File: config.mk
export PLATFORM = sky130hd
export DESIGN_NAME = fir_decim_out
export DESIGN_NICKNAME = d
export VERILOG_FILES = /design/src/rtl/fir_decim_out.sv
export SDC_FILE = /design/constraint.sdc
export NUM_CORES = 1
export LEC_CHECK = 0
export BUFFER_PORTS_ARGS = -buffer_cell sky130_fd_sc_hd__buf_2
export CAP_MARGIN = 10
export CORE_ASPECT_RATIO = 1.5
export CORE_MARGIN = 3
export CORE_UTILIZATION = 63
export DETAILED_ROUTE_END_ITERATION = 16
export PLACE_DENSITY = 0.84
export SLEW_MARGIN = 20
export SYNTH_ARGS = -nofsm -noshare
export SYNTH_HDL_FRONTEND = slang
export SYNTH_SLANG_ARGS = --single-unit
File: constraint.sdc
create_clock -name clk -period 4.6 [get_ports clk]
set_clock_uncertainty 0.15 [all_clocks]
set_input_delay 0.92 -clock clk [delete_from_list [all_inputs] [get_ports clk]]
set_output_delay 0.92 -clock clk [all_outputs]
set_load 0.02 [all_outputs]
File: src/rtl/fir_decim_out.sv
// fir_decim_out
// Decimates the FIR filter output stream, rounds and scales each kept sample,
// saturates it to the output width and queues it in a small first-word
// fall-through FIFO for the consumer.
//
// Ports
//   clk         single clock, rising edge
//   n_rst       asynchronous active-low reset
//   en          enable for decimation and capture
//   dec_n       decimation ratio (0 treated as 1)
//   din         FIR output, one new sample every clk
//   dout        FIFO head sample
//   dout_valid  FIFO non-empty
//   dout_ready  consumer accept; pop when dout_valid && dout_ready
//   sat_pulse   one-cycle pulse when a written sample was saturated
//   ovf         sticky: a sample was dropped because the FIFO was full
//   ovf_clr     synchronous clear for ovf
//   fifo_cnt    current FIFO occupancy
//
// Capture-to-dout_valid latency is 3 clk: capture reg, round/shift reg,
// saturate reg, then the FIFO write. DEPTH must be a power of 2, >= 2.
module fir_decim_out #(
    parameter int IN_W  = 30,
    parameter int OUT_W = 16,
    parameter int SHIFT = 12,
    parameter int DEPTH = 4
) (
    input  logic                          clk,
    input  logic                          n_rst,
    input  logic                          en,
    input  logic [7:0]                    dec_n,
    input  logic signed [IN_W-1:0]        din,
    output logic signed [OUT_W-1:0]       dout,
    output logic                          dout_valid,
    input  logic                          dout_ready,
    output logic                          sat_pulse,
    output logic                          ovf,
    input  logic                          ovf_clr,
    output logic [$clog2(DEPTH):0]        fifo_cnt
);

    localparam int AW = $clog2(DEPTH);

    localparam logic signed [IN_W:0] HALF    = (IN_W+1)'(1) << (SHIFT - 1);
    localparam logic signed [IN_W:0] SAT_MAX = {{(IN_W - OUT_W + 2){1'b0}}, {(OUT_W - 1){1'b1}}};
    localparam logic signed [IN_W:0] SAT_MIN = {{(IN_W - OUT_W + 2){1'b1}}, {(OUT_W - 1){1'b0}}};

    // Decimation phase. dec_q only reloads at a period boundary (or while
    // disabled) so a ratio change never alters the period in progress.
    logic [7:0] cnt;
    logic [7:0] dec_q;
    logic [7:0] dec_eff;
    logic       capture;

    assign dec_eff = (dec_n == 8'd0) ? 8'd1 : dec_n;
    assign capture = en && (cnt == 8'd0);

    always_ff @(posedge clk or negedge n_rst) begin
        if (!n_rst) begin
            cnt   <= 8'd0;
            dec_q <= 8'd1;
        end else if (!en) begin
            cnt   <= 8'd0;
            dec_q <= dec_eff;
        end else if (cnt == dec_q - 8'd1) begin
            cnt   <= 8'd0;
            dec_q <= dec_eff;
        end else begin
            cnt <= cnt + 8'd1;
        end
    end

    // Pipeline: capture -> round/shift -> saturate.
    // The rounding add is done one bit wider so it cannot overflow.
    logic signed [IN_W-1:0]  s0;
    logic signed [IN_W:0]    s1;
    logic signed [OUT_W-1:0] s2;
    logic                    v0, v1, v2, sat2;
    logic signed [IN_W:0]    rnd_sum;

    assign rnd_sum = (IN_W+1)'(s0) + HALF;

    always_ff @(posedge clk or negedge n_rst) begin
        if (!n_rst) begin
            s0   <= '0;
            s1   <= '0;
            s2   <= '0;
            v0   <= 1'b0;
            v1   <= 1'b0;
            v2   <= 1'b0;
            sat2 <= 1'b0;
        end else begin
            v0 <= capture;
            if (capture)
                s0 <= din;
            v1 <= v0;
            s1 <= rnd_sum >>> SHIFT;
            v2 <= v1;
            if (s1 > SAT_MAX) begin
                s2   <= SAT_MAX[OUT_W-1:0];
                sat2 <= 1'b1;
            end else if (s1 < SAT_MIN) begin
                s2   <= SAT_MIN[OUT_W-1:0];
                sat2 <= 1'b1;
            end else begin
                s2   <= s1[OUT_W-1:0];
                sat2 <= 1'b0;
            end
        end
    end

    // Output FIFO. dout is a register holding the head so it only moves on
    // a pop or on a write into an empty FIFO.
    logic signed [OUT_W-1:0] mem [DEPTH];
    logic [AW-1:0]           wr_ptr, rd_ptr;
    logic                    full, pop, push, drop;

    assign dout_valid = (fifo_cnt != '0);
    assign full       = (fifo_cnt == (AW+1)'(DEPTH));
    assign pop        = dout_valid && dout_ready;
    assign push       = v2 && (!full || pop);
    assign drop       = v2 && full && !pop;

    always_ff @(posedge clk) begin
        if (push)
            mem[wr_ptr] <= s2;
    end

    always_ff @(posedge clk or negedge n_rst) begin
        if (!n_rst) begin
            wr_ptr    <= '0;
            rd_ptr    <= '0;
            fifo_cnt  <= '0;
            dout      <= '0;
            sat_pulse <= 1'b0;
            ovf       <= 1'b0;
        end else begin
            if (push)
                wr_ptr <= wr_ptr + AW'(1);
            if (pop)
                rd_ptr <= rd_ptr + AW'(1);

            case ({push, pop})
                2'b10:   fifo_cnt <= fifo_cnt + (AW+1)'(1);
                2'b01:   fifo_cnt <= fifo_cnt - (AW+1)'(1);
                default: fifo_cnt <= fifo_cnt;
            endcase

            if (push && !dout_valid) begin
                dout <= s2;
            end else if (pop) begin
                // Next head is the stored entry behind the current one, or the
                // sample being written if the current head is the only one.
                if (fifo_cnt > (AW+1)'(1))
                    dout <= mem[rd_ptr + AW'(1)];
                else if (push)
                    dout <= s2;
            end

            sat_pulse <= push && sat2;

            if (drop)
                ovf <= 1'b1;
            else if (ovf_clr)
                ovf <= 1'b0;
        end
    end

endmodule

# Yosys cells after proc, flatten, opt, wreduce, memory -nomap -nowiden
# Memory sizes are Yosys's and may differ from the RTL's.
# Cells that the tools add are included.
[classes]
n_addsub = 7
magnitude_cmp = 3
n_eq_ne = 5
n_mux = 18
reduce_logical = 19
[op_table]
columns = ["operator", "n"]
rows = [
  ["$mux 16", 6],
  ["$mux 8", 5],
  ["$add 30x13->31 const B", 1],
  ["$gt 19x16->1 const B", 1],
  ["$lt 19x16->1 const B", 1],
  ["$logic_not 8->1", 2],
  ["$add 8x1->8 const B", 1],
  ["$eq 8x8->1", 1],
  ["$sub 8x1->8 const B", 1],
  ["$logic_and 1x1->1", 7],
  ["$mux 1", 6],
  ["$pmux 3 s2", 1],
  ["$reduce_bool 2->1", 3],
  ["$reduce_bool 3->1", 2],
  ["$add 2x1->2 const B", 2],
  ["$add 3x1->3 const B", 1],
  ["$eq 3x3->1 const B", 1],
  ["$gt 3x1->1 const B", 1],
  ["$logic_not 1->1", 3],
  ["$sub 3x1->3 const B", 1],
  ["$eq 2x1->1 const B", 1],
  ["$eq 2x2->1 const B", 1],
  ["$ne 2x1->1 const B", 1],
  ["$reduce_and 2->1", 1],
  ["$logic_or 1x1->1", 1],
]
[totals]
register_bits = 110
mem_bits_rw = 64
in_bits = 43
output_inout_bits = 22
word_cells = 68
n_memories = 1
[mem_list]
columns = ["memory", "depth", "word_bits", "rd", "rd_ports_with_merged_regs", "write_ports", "line", "text"]
rows = [
  ["mem", 4, 16, 1, 0, 1, "114", "logic signed [OUT_W-1:0] mem [DEPTH];"],
]

# Depth between registers and ports, before layout
[logic_depth]
depth_word = 8
ltp_mapped = 9
depth_no_buf = 9

# Worst setup path after synthesis
# Ideal clock, no wire load.
[synth_timing]
kind = "register to register"
start = "register dec_q[0]"
end = "register dec_q[1]"
setup_time_ps = 125
arrival_time_ps = 2266
required_time_ps = 4325
setup_slack_ps = 2059
path_stages_with_launch = 10
path_buffers = 1
period_less_slack_ps = 2541
cell_sequence = "dfstp_2 inv_1 ha_1 buf_2 xor2_1 nor2_1 a211oi_1 o41ai_4 nand2_4 mux2_4"
[synth_via]
elab_chain_len = 3
[synth_rtl]
columns = ["element", "line", "text"]
rows = [
  ["start: declaration", "51", "logic [7:0] dec_q;"],
  ["start signal: assignment", "61", "dec_q <= 8'd1;"],
  ["start signal: assignment", "64", "dec_q <= dec_eff;"],
  ["start signal: assignment", "67", "dec_q <= dec_eff;"],
  ["$sub 8x1->8", "65", "end else if (cnt == dec_q - 8'd1) begin"],
  ["$eq 8x8->1", "65", ""],
  ["$ne 2x1->1 (no source line)", "-", ""],
]
# No other way between the ends.
# A chain may end at the register's enable or synchronous reset.

# Worst setup path after layout
[layout_timing]
start = "register dec_q[0]"
end = "register dec_q[6]"
# The elaborated chain is that of the path after synthesis.

==> results.yml <==
global_routing:
  antenna_found_initial: 0
  grt_pass1_wl_mm: 20.9
  grt-ovfl-total: 0
  grt_max_degree: 81
  grt_pass1_vias: 4225
  track_usage_pct: 22.8
yosys:
  synth_cells: 491
  yosysTopAreaCell: "dfrtp_1"
  syn_nets: 547
  syn_avg_cell_area_sq_um: 13.7
  ys_ff_latch: 163
  yosysWarningCount: 0
  yosys.area.top_type_share_pct: 36.3
  synthTopCellsByArea: "dfrtp_1 (36%), edfxtp_1 (28%), mux4_2 (5.3%), nand2_1 (5.0%), xnor2_1 (2.9%)"
  synth_edf_count: 64
  ys.flop_type: "dfrtp_1"
  yosysSeqAreaShare_pct: 65.2
  ys_async_sr_fraction_pct: 60.7
  ys_types: 41
  synth_area_sq_um: 6750
placement:
  dp_hpwl_mm: 7.63
  dpl_cell_area_sq_um: 7150
  preCtsSetupSlack_ns: 1.76
  gp_congestion: 0.767
  portBuffers: 53
worst_setup_path:
  path_max_fanout: 9
  critPathMaxStageDelay_ns: 0.59
  cp.required_ns: 4.75
  reg2reg_slack_ns: 1.73
  arrival_ns: 3.02
  cp-start-kind: "register"
  path_buf_inv: 1
  slowest_stage: "dfstp_2"
  critPathKind: "reg -> reg"
  end_kind: "register"
  critPathTopFamily: "compound AO/OA/AOI/OAI gates"
  crit_chain: "inv_1 > ha_1 > o21bai_1 > a211oi_1 > a211oi_2 > o221ai_4 > nand2_4 > mux2_4"
sta:
  hold_viol: 0
  setup_violations: 0
  setup_slack_ns: 1.73
  slew_headroom_pct: 31.2
  timing.fmax_ghz: 0.348
  tns_ns: 0
  finalCritPeriodShare_pct: 62.4
  fin_crit_ns: 2.87
  finalMaxSlewViolations: 0
  rsz0062_at_grt: "no"
  tightest_slew_ns: 1.03
power:
  power_per_cell_area_nw_per_um2: 716
  power_leakage_nw: 3.29
  power_frac_seq_pct: 46.1
  p_switching_w: 0.00187
  internal_power_w: 0.00368
  pwr-share-comb_pct: 28.2
  ir_worst_vdd_mv: 0.458
  p_sw_share_pct: 33.7
  clkPwrFrac_pct: 25.7
cts:
  numCtsBuffers: 17
  cts.repair.resized: 0
  cts_hold_buf: 0
  cts_setup_buffers: 0
  htree_levels: 4
  cts-root-buf: "clkbuf_16"
  tritoncts: "built"
  clock-sinks: 163
  cts_max_path_buffers: 2
  clock_latency_ns: 0.42
  clk_pin_slew_ns: 0.06
floorplanning:
  core_area_sq_um: 10300
  die_w_um: 90.5
  ios: 65
  start_util_pct: 65.5
  dieArea_sq_um: 12000
  std_cell_rows: 45
  die_y_um: 133
finish:
  final_common_cell: "dfrtp_1"
  final_util_pct: 75.3
  num_antenna_cells: 0
  final_cell_mix: "dfrtp_1 (97), nand2_1 (90), edfxtp_1 (64)"
  nets: 604
  nFillCells: 639
  fin_area_sq_um: 7760
  syn_to_final_growth_pct: 15.0
  drive_gt1_share_pct: 21.6
route:
  vias: 3892
  detail-route-antenna-nets: 0
  wl_per_cell_um: 17.5
  routed_wirelength_mm: 12.3
  drc: 0
  viasPerCell: 5.55
  drtPass1Iterations: 4
  drt_iter0_markers: 242
hold_path:
  hold_class: "reg -> reg"
flow_run:
  cap_violations: 0
status:
  outcome: "finished clean"
-- logic make-up after synthesis --
family                   Yosys count  share of synthesized area, %
AND/OR/NAND/NOR                  148                          10.0
AO/OA/AOI/OAI                     54                          5.62
XOR/XNOR                          40                          5.19
buffers and inverters             31                          1.82
flip-flops                       163                          65.2
multiplexers                      42                          9.71
adder cells (fa/ha/maj)           13                          2.41
-- sequential cells by signal, summed over array words and instances, names as in the netlist --
register	count
s1	19
s0	19
s2	16
rd_ptr	2
dout	16
ovf	1
v2	1
v0	1
dec_q	8
fifo_cnt	3
wr_ptr	2
sat2	1
sat_pulse	1
v1	1
cnt	8
mem	64
-- Yosys cell counts (all sizes together) (12+ instances only) --
master,number
clkbuf,12
xnor2,22
edfxtp,64
o21a,16
inv,14
nand2,91
mux4,16
nor2,16
dfrtp,98
mux2i,19
xor2,18
ha,13
o21ai,20
-- worst reg2reg max path, cell delays in order (launching register included) --
cell and delay, ns:
dfstp_2 0.59, inv_1 0.08, ha_1 0.30, o21bai_1 0.23
a211oi_1 0.42, a211oi_2 0.11, o221ai_4 0.33, nand2_4 0.19
mux2_4 0.35
-- power groups by stage --
stage | combinational, W | clock, W | sequential [W]
4_1_cts | 0.00159 | 0.00145 | 0.00256
2_1_floorplan | 0.00117 | 0 | 0.00248
3_3_place_gp | 0.00147 | 0 | 0.00252
5_1_grt | 0.00173 | 0.00152 | 0.00264
3_5_place_dp | 0.00154 | 0 | 0.00257
6_report | 0.00157 | 0.00143 | 0.00256
-- layer usage --
| layer | GRT usage, % | up-vias | routed length [um] |
|---|---|---|---|
| li1 | - | 1833 | - |
| met1 | 26.3 | 1950 | 4910 |
| met2 | 39.6 | 87 | 6720 |
| met3 | 6.14 | 22 | 364 |
| met4 | 10.2 | 0 | 280 |
| met5 | 0 | - | 0 |
-- through the flow --
stage	power, W	hold WS [ns]	instances
after global placement	0.00399	0.189	670
after global routing	0.00589	0.216	701
final	0.00555	0.203	701
after CTS	0.00561	0.206	701
after detailed placement	0.00411	0.192	670
after floorplan	0.00365	0.181	491
-- final cells by class --
type | instances | area [sq um] | share of cell area (%)
well taps | 141 | 176 | 2.27
multi-input cells | 297 | 2240 | 28.9
flip-flops and latches | 163 | 4400 | 56.7
clock inverters | 12 | 156 | 2.01
repair buffers | 55 | 283 | 3.64
inverters | 14 | 52.6 | 0.677
clock buffers | 19 | 453 | 5.83
-- path summary, 6_finish.rpt --
kind                           from        to  cells after the start
max                        dec_q[0]  dec_q[6]                      8
min                              v1        v2                      0
max reg2reg                dec_q[0]  dec_q[6]                      8
min reg2reg                      v1        v2                      0
max in group asynchronous     n_rst        v2                      2
min in group asynchronous     n_rst  dout[13]                      1
Power figures use the tool's default switching activity.
